===== src/rtl/operand2_decode.sv =====
// ---------------------------------------------------------------------------
// operand2_decode
//
// Purpose:
//   Decodes operand 2 of an ARM data-processing instruction and feeds the
//   barrel shifter.  Three operand forms are handled:
//     - 8-bit immediate rotated right by 2*rot4 (Inst[25]=1)
//     - register Rm shifted by a 5-bit immediate amount (Inst[25]=0, Inst[4]=0)
//     - register Rm shifted by the low byte of register Rs (Inst[25]=0, Inst[4]=1)
//   Immediates are presented one edge after accept.  Register forms issue a
//   register-file read on the accepting cycle and present the operands one
//   cycle later, when the register-file data is valid.
//
// Ports:
//   clk, rst_n     clock (rising edge), synchronous active-low reset
//   Flush          synchronous pipeline kill, drops any held or pending operand
//   In_Valid       instruction offered upstream
//   In_Ready       instruction accepted when In_Valid && In_Ready at the edge
//   Inst, Inst_PC  instruction word and its address
//   Rm_Addr        register-file port A address (Inst[3:0]), combinational
//   Rs_Addr        register-file port B address (Inst[11:8]), combinational
//   Rf_Rd_En       register-file read strobe, accepting cycle of a register form
//   Rm_Data        port A read data, valid the cycle after Rf_Rd_En
//   Rs_Data        port B read data, valid the cycle after Rf_Rd_En
//   Out_Valid      operands valid towards the shifter
//   Out_Ready      shifter consumes the operands
//   Shift_Data     value to shift
//   Shift_Num      shift amount
//   SHIFT_OP       {type[1:0], amount_from_register}; type 00 LSL, 01 LSR,
//                  10 ASR, 11 ROR
// ---------------------------------------------------------------------------
module operand2_decode #(
    parameter int unsigned PC_OFS_IMM = 8,
    parameter int unsigned PC_OFS_REG = 12
) (
    input  logic        clk,
    input  logic        rst_n,
    input  logic        Flush,

    input  logic        In_Valid,
    output logic        In_Ready,
    input  logic [31:0] Inst,
    input  logic [31:0] Inst_PC,

    output logic [3:0]  Rm_Addr,
    output logic [3:0]  Rs_Addr,
    output logic        Rf_Rd_En,
    input  logic [31:0] Rm_Data,
    input  logic [31:0] Rs_Data,

    output logic        Out_Valid,
    input  logic        Out_Ready,
    output logic [31:0] Shift_Data,
    output logic [7:0]  Shift_Num,
    output logic [2:0]  SHIFT_OP
);

    typedef enum logic [1:0] {
        S_IDLE  = 2'd0,
        S_FETCH = 2'd1,
        S_OUT   = 2'd2
    } state_e;

    localparam logic [31:0] PC_OFS_IMM_W = 32'(PC_OFS_IMM);
    localparam logic [31:0] PC_OFS_REG_W = 32'(PC_OFS_REG);

    // ------------------------------------------------------------------
    // Helper functions
    // ------------------------------------------------------------------

    // Rotated immediate is sent as a register-amount ROR so that rotate 0
    // is a plain pass-through (not RRX) and the shifter carry-out equals C.
    function automatic logic [7:0] imm_rot_amount(input logic [3:0] rot4);
        return {3'b000, rot4, 1'b0};
    endfunction

    // r15 reads as the instruction address plus the pipeline offset; the
    // offset is larger when the shift amount itself comes from a register.
    // The sum is 32-bit modulo.
    function automatic logic [31:0] rm_value(input logic        rm_is_pc,
                                             input logic        amt_from_reg,
                                             input logic [31:0] pc,
                                             input logic [31:0] rf_data);
        logic [31:0] ofs;
        ofs = amt_from_reg ? PC_OFS_REG_W : PC_OFS_IMM_W;
        return rm_is_pc ? (pc + ofs) : rf_data;
    endfunction

    // ------------------------------------------------------------------
    // State and datapath registers
    // ------------------------------------------------------------------
    state_e      state_q,      state_d;
    logic [31:0] shift_data_q, shift_data_d;
    logic [7:0]  shift_num_q,  shift_num_d;
    logic [2:0]  shift_op_q,   shift_op_d;

    // Fields captured at accept of a register form, consumed in FETCH.
    logic [1:0]  lat_type_q,   lat_type_d;
    logic        lat_reg_q,    lat_reg_d;
    logic [4:0]  lat_imm5_q,   lat_imm5_d;
    logic        lat_pc15_q,   lat_pc15_d;
    logic [31:0] lat_pc_q,     lat_pc_d;

    logic        in_ready_c;
    logic        accept_c;

    // Bits of the instruction and Rs data the decoder has no use for.
    logic        unused_bits;
    assign unused_bits = ^{Inst[31:26], Inst[24:12], Rs_Data[31:8]};

    // ------------------------------------------------------------------
    // Handshake and register-file read port
    // ------------------------------------------------------------------
    always_comb begin
        in_ready_c = rst_n && !Flush &&
                     ((state_q == S_IDLE) || ((state_q == S_OUT) && Out_Ready));
        accept_c   = In_Valid && in_ready_c;
    end

    assign In_Ready = in_ready_c;
    assign Rm_Addr  = Inst[3:0];
    assign Rs_Addr  = Inst[11:8];
    assign Rf_Rd_En = accept_c && !Inst[25];

    // ------------------------------------------------------------------
    // Next-state and output-register logic
    // ------------------------------------------------------------------
    always_comb begin
        state_d      = state_q;
        shift_data_d = shift_data_q;
        shift_num_d  = shift_num_q;
        shift_op_d   = shift_op_q;
        lat_type_d   = lat_type_q;
        lat_reg_d    = lat_reg_q;
        lat_imm5_d   = lat_imm5_q;
        lat_pc15_d   = lat_pc15_q;
        lat_pc_d     = lat_pc_q;

        if (Flush) begin
            // Data registers keep their last values; only validity is killed.
            state_d = S_IDLE;
        end else if (accept_c) begin
            // accept_c already implies IDLE, or OUT being consumed.
            if (Inst[25]) begin
                state_d      = S_OUT;
                shift_data_d = {24'b0, Inst[7:0]};
                shift_num_d  = imm_rot_amount(Inst[11:8]);
                shift_op_d   = 3'b111;
            end else begin
                state_d    = S_FETCH;
                lat_type_d = Inst[6:5];
                lat_reg_d  = Inst[4];
                lat_imm5_d = Inst[11:7];
                lat_pc15_d = (Inst[3:0] == 4'hF);
                lat_pc_d   = Inst_PC;
            end
        end else begin
            unique case (state_q)
                S_FETCH: begin
                    state_d      = S_OUT;
                    shift_data_d = rm_value(lat_pc15_q, lat_reg_q, lat_pc_q, Rm_Data);
                    // imm5 = 0 is passed as is; the shifter gives it its
                    // LSR/ASR #32 and RRX meanings.
                    shift_num_d  = lat_reg_q ? Rs_Data[7:0] : {3'b000, lat_imm5_q};
                    shift_op_d   = {lat_type_q, lat_reg_q};
                end
                S_OUT: begin
                    if (Out_Ready) begin
                        state_d = S_IDLE;
                    end
                end
                default: begin
                    state_d = state_q;
                end
            endcase
        end
    end

    always_ff @(posedge clk) begin
        if (!rst_n) begin
            state_q      <= S_IDLE;
            shift_data_q <= 32'h0;
            shift_num_q  <= 8'h0;
            shift_op_q   <= 3'b000;
            lat_type_q   <= 2'b00;
            lat_reg_q    <= 1'b0;
            lat_imm5_q   <= 5'h0;
            lat_pc15_q   <= 1'b0;
            lat_pc_q     <= 32'h0;
        end else begin
            state_q      <= state_d;
            shift_data_q <= shift_data_d;
            shift_num_q  <= shift_num_d;
            shift_op_q   <= shift_op_d;
            lat_type_q   <= lat_type_d;
            lat_reg_q    <= lat_reg_d;
            lat_imm5_q   <= lat_imm5_d;
            lat_pc15_q   <= lat_pc15_d;
            lat_pc_q     <= lat_pc_d;
        end
    end

    // ------------------------------------------------------------------
    // Registered outputs
    // ------------------------------------------------------------------
    assign Out_Valid  = (state_q == S_OUT);
    assign Shift_Data = shift_data_q;
    assign Shift_Num  = shift_num_q;
    assign SHIFT_OP   = shift_op_q;

endmodule


===== config.mk =====
export PLATFORM = sky130hd
export DESIGN_NAME = operand2_decode
export DESIGN_NICKNAME = d
export VERILOG_FILES = /design/src/rtl/operand2_decode.sv
export SDC_FILE = /design/constraint.sdc
export NUM_CORES = 1
export LEC_CHECK = 0
export CAP_MARGIN = 20
export CELL_PAD_IN_SITES_DETAIL_PLACEMENT = 0
export CELL_PAD_IN_SITES_GLOBAL_PLACEMENT = 1
export CORE_MARGIN = 2
export CORE_UTILIZATION = 29
export DETAILED_ROUTE_END_ITERATION = 10
export PLACE_DENSITY_LB_ADDON = 0.1
export SETUP_SLACK_MARGIN = 0.3
export SLEW_MARGIN = 20
export SYNTH_ARGS = -nofsm -noshare
export SYNTH_HDL_FRONTEND = slang
export SYNTH_SLANG_ARGS = --single-unit

===== constraint.sdc =====
create_clock -name clk -period 2.4 [get_ports clk]
set_clock_uncertainty 0.15 [all_clocks]
set_input_delay 0.48 -clock clk [delete_from_list [all_inputs] [get_ports clk]]
set_output_delay 0.48 -clock clk [all_outputs]
set_load 0.05 [all_outputs]

Yosys cells after proc, flatten, opt, wreduce, memory -nomap -nowiden:

Index checks and enable logic that the tools add are counted.

* output and inout bits: 54
* input bits: 133
* flip-flop bits (word level): 86
* logic and storage cells: 49

* equal/unequal tests: 5
* bitwise logic cells: 3
* multiplexer cells: 16
* reductions and logical operators: 15
* add/sub/neg operators: 1

Operators by type and width (count)
* 32-bit two-way mux: 4
* 32-bit by 4-bit adder with 32-bit output: 1
* 8-bit two-way mux: 4
* 3-bit two-way mux: 4
* 2-bit two-way mux: 3
* 3-bit AND reduction: 2
* 1-bit logical AND: 5
* 4-bit equality test, second input constant: 1
* 2-bit case mux with 2 select lines: 1
* 3-bit by 1-bit != test with 1-bit output, second input constant: 1
* 1-bit inverter: 3
* 3-bit nonzero test: 1
* 2-bit by 1-bit equality test with 1-bit output, second input constant: 1
* 2-bit equality test, second input constant: 1
* 1-bit logical NOT: 2
* 2-bit logical NOT: 1
* 2-bit != test, second input constant: 1
* 2-bit AND reduction: 1
* 2-bit nonzero test: 1
* 2-bit OR reduction: 1
* 1-bit logical OR: 1

Longest topological paths before layout:

* depth in word-level cells: 7
* depth in mapped cells: 9
* gate-level depth less buffers: 8

Worst setup path after synthesis:

No wires, ideal clock.

* path type: input to output
* start point: in Out_Ready
* end point: out In_Ready
* stages on the path: 3
* path slack: 0.003 ns
* arrival: 1.767 ns
* cells stage by stage: nor2b_1 > clkbuf_1 > nor3_1

* word-level cells in the longest chain between the ends: 3

RTL lines
* start: declaration: RTL line 52 `input logic Out_Ready,`
* 1-bit logical AND: RTL line 116 `((state_q == S_IDLE) || ((state_q == S_OUT) && Out_Ready));`
* 1-bit logical OR: RTL line 116
* 1-bit logical AND: RTL line 115 `in_ready_c = rst_n && !Flush &&`
* end: declaration: RTL line 41 `output logic In_Ready,`

Every way passes these cells.

Worst setup path after layout:

* start point: in In_Valid
* end point: out Rf_Rd_En

* word-level cells in the longest chain between the ends: 2

RTL lines
* start: declaration: RTL line 40 `input logic In_Valid,`
* 1-bit logical AND: RTL line 117 `accept_c = In_Valid && in_ready_c;`
* 1-bit logical AND: RTL line 123 `assign Rf_Rd_En = accept_c && !Inst[25];`
* end: declaration: RTL line 47 `output logic Rf_Rd_En,`

Every way passes these cells.

==> metrics.txt <==
max-cap violation count=0; Lkg Pwr=approximately 2.4 nW; antenna violations before repair=0; DP Area=roughly 6000 sq um; Primary FF master, synth=dfxtp_1; CTS root buf=clkbuf_16; flops & latches, synth=86; mux cell area share after synthesis=0.0243; RePlAce Congestion=between 0.8 and 0.9; total track usage=0.183; depth of the most critical reg-to-reg path=5; final hold vios=0; CP max FO=3; number of global-route vias before repair=4145; CTS buffer count=9; core area=approximately 14000 sq um; Arr. time, crit path=between 1.5 and 2 ns; multi-input logic area=around 2200 sq um; diode count=0; HPWL Detailed=10300 um; worst skew pair latency=about 0.35 ns; Synth Area in XOR/XNOR=0.0531; cell-internal power=~2.5 mW; top post-synthesis cells by count=nand2_1, dfxtp_1, a21oi_1; Finished Core Util=0.461; hold path endpoint=Shift_Data[2]; DR pass1 iterations=5; layout cells sized above 1=0.159; ANT nets after route=0; DR iter-0 viols=214; Synth area leader=dfxtp_1; placed insts=~840; Synthesized Nets=approximately 660; final worst path period need=between 2 and 2.5 ns; Remaining Overflow, GRT=0; Rel. slew slack=0.588; hold slack=just under 0.3 ns; largest net degree at the start of global routing=44; vias per cell=between 4 and 5; cell with the most instances after synthesis=nand2_1; Area Overhead vs Synth=55.1%; final setup vio count=0; Net count, final=815; I/O pin count=roughly 190; WL/cell=~16 um; post-layout power=3.33 mW; syn_area_per_cell=between 7 and 8 sq um; CTS sink cnt=86; Pwr Density=about 520 nW/um^2; setup tns final=0 ns; crit path from=In_Valid; largest cells by area after synthesis=dfxtp_1, nand2_1, a21oi_1, a22oi_1, xnor2_1; R2R Setup Slk=around 0.39 ns; Crit path max-delay family=simple AND/OR/NAND/NOR gates; IO Port Bufs=about 140; hold depth=2; kind of critical path=primary input to primary output; Hold Buf Count CTS=0; area of the die=between 15000 and 20000 sq um; Syn Inst Count=520; sequential fraction of design power=0.441; post-synth top area share=0.417; Distinct cells, synth=slightly above 50; Vias=~4200; post-synthesis compound-gate area fraction=0.205; reg2reg end=Shift_Data[26]; Setup WS post-layout=0.183 ns; DRC=0; Post-synth EDFFs=0; Reg area=1730 sq um; fmax=roughly 0.45 GHz; H-tree levels=3; HP Start=Shift_Data[2]; Seq/Total Area, Yosys=0.417; Async SR Flop Fraction=0; worst vdd ir=approximately 0.32 mV; switching power share of the total=0.245; portion of total power attributed to combinational logic=0.130; Finished Layout Cells=865; Hold Crit Class=flip-flop to flip-flop; CTS clk-pin slew, worst paths=about 0.060 ns; Fill cells=1389; Die Wd=123 um; Slew Limit Fails=0; Net Switching=approximately 0.82 mW; part of the cycle the worst path needs=0.924; RR Startpoint=lat_pc_q[11]; first-pass GRT wire length=roughly 21000 um; largest family of logic cells by synthesized area=simple AND/OR/NAND/NOR gates; DP Worst Slack=-0.105 ns; Buf/Inv on CP=3; synth warn=0; RSZ-0062 raised after global routing=yes; crit end category=primary output; Final Cell Area=~6400 sq um; Simple-Gate Fraction of Synth Area=0.237; startpoint types=primary input; Initial Util=0.297; CP cell instances=clkdlybuf4s15_2, nand3b_1, or4_4, inv_4, buf_12; Clock power frac=0.429; CTS tree=yes; Post-Synth Adder-Cell Area=0.00607; DIE HEIGHT=123 um; Critical-path top delay cell=or4_4; Post-Route WL=roughly 14000 um; Data required, critical path=between 1.5 and 2 ns; outcome=completed; cell area after synthesis=4120 sq um; Clock Tree Buf Depth=2; Worst Tran Pin Value=0.617 ns; CP peak stage delay=around 0.57 ns; Rows=43
cells in the final DEF, fill, tap and decap left out, types with 14 or more instances in the layout:
cell type        instances
a22oi_1                 18
xnor2_1                 14
buf_4                   47
nor2_1                  25
dlygate4sd2_1           45
o21ai_0                 17
clkdlybuf4s50_1         84
nand2_1                111
nand3_1                 14
dfxtp_1                 81
a21oi_1                 62
power groups by stage:
stage	registers, mW	logic (mW)	clock network (mW)
final	1.47	0.433	1.43
after global routing	1.47	0.463	1.53
after CTS	1.47	0.434	1.45
after detailed placement	1.50	0.435	0
after global placement	1.50	0.433	0
after floorplan	1.53	0.145	0
how the worst max path moves through the flow:
stage,slack [ns],depth (start not counted),end
after floorplan,0.27,6,Rf_Rd_En
after global placement,-0.09,6,Shift_Data[26]
after detailed placement,-0.11,6,Shift_Data[26]
after CTS,0.19,4,Rf_Rd_En
after global routing,0.14,5,Rf_Rd_En
final,0.18,5,Rf_Rd_En
sequential cells by signal, indices dropped and copies added (netlist names):
name / cells
state_q: 2
Shift_Num: 8
lat_type_q: 2
SHIFT_OP: 3
lat_reg_q: 1
lat_pc15_q: 1
lat_imm5_q: 5
Shift_Data: 32
lat_pc_q: 32
worst reg2reg max path, cell delays in order (launching register included):
cell and delay, ns:
dfxtp_1 0.41, nand4_2 0.14, or4_4 0.62, or3_4 0.37
nand4_1 0.11, o221ai_2 0.09
per-layer routing:
layer  vias to the layer above  wire (um)  global-route usage
met5                         -          0                   0
met2                       108       6060               0.281
met1                      1914       6600               0.255
li1                       2151          -                   -
met4                         0        171              0.0504
met3                        15        747              0.0475
area by class of cell:
cell class,instances,area share
clock buffers,11,0.0379
clock inverters,5,0.00900
inverters,8,0.00509
multi-input cells,383,0.351
flip-flops and latches,86,0.270
well taps,180,0.0352
repair buffers,192,0.291
timing repair:
action	in CTS	in global routing
pin swaps	6	5
setup buffers	5	2
endpoints found under the hold margin	0	0
gates cloned	0	0
endpoints found under the setup margin	60	9
resized for setup	70	9
cell families after synthesis:
| kind of cell | Yosys count |
|---|---|
| and+or+nand+nor | 208 |
| muxes | 10 |
| AOI/OAI and AO/OA | 138 |
| buffers and inverters | 51 |
| DFF | 86 |
| adders and majority gates | 2 |
| xor gates and xnor gates | 25 |
No activity file was read; power rests on OpenSTA's default activity.
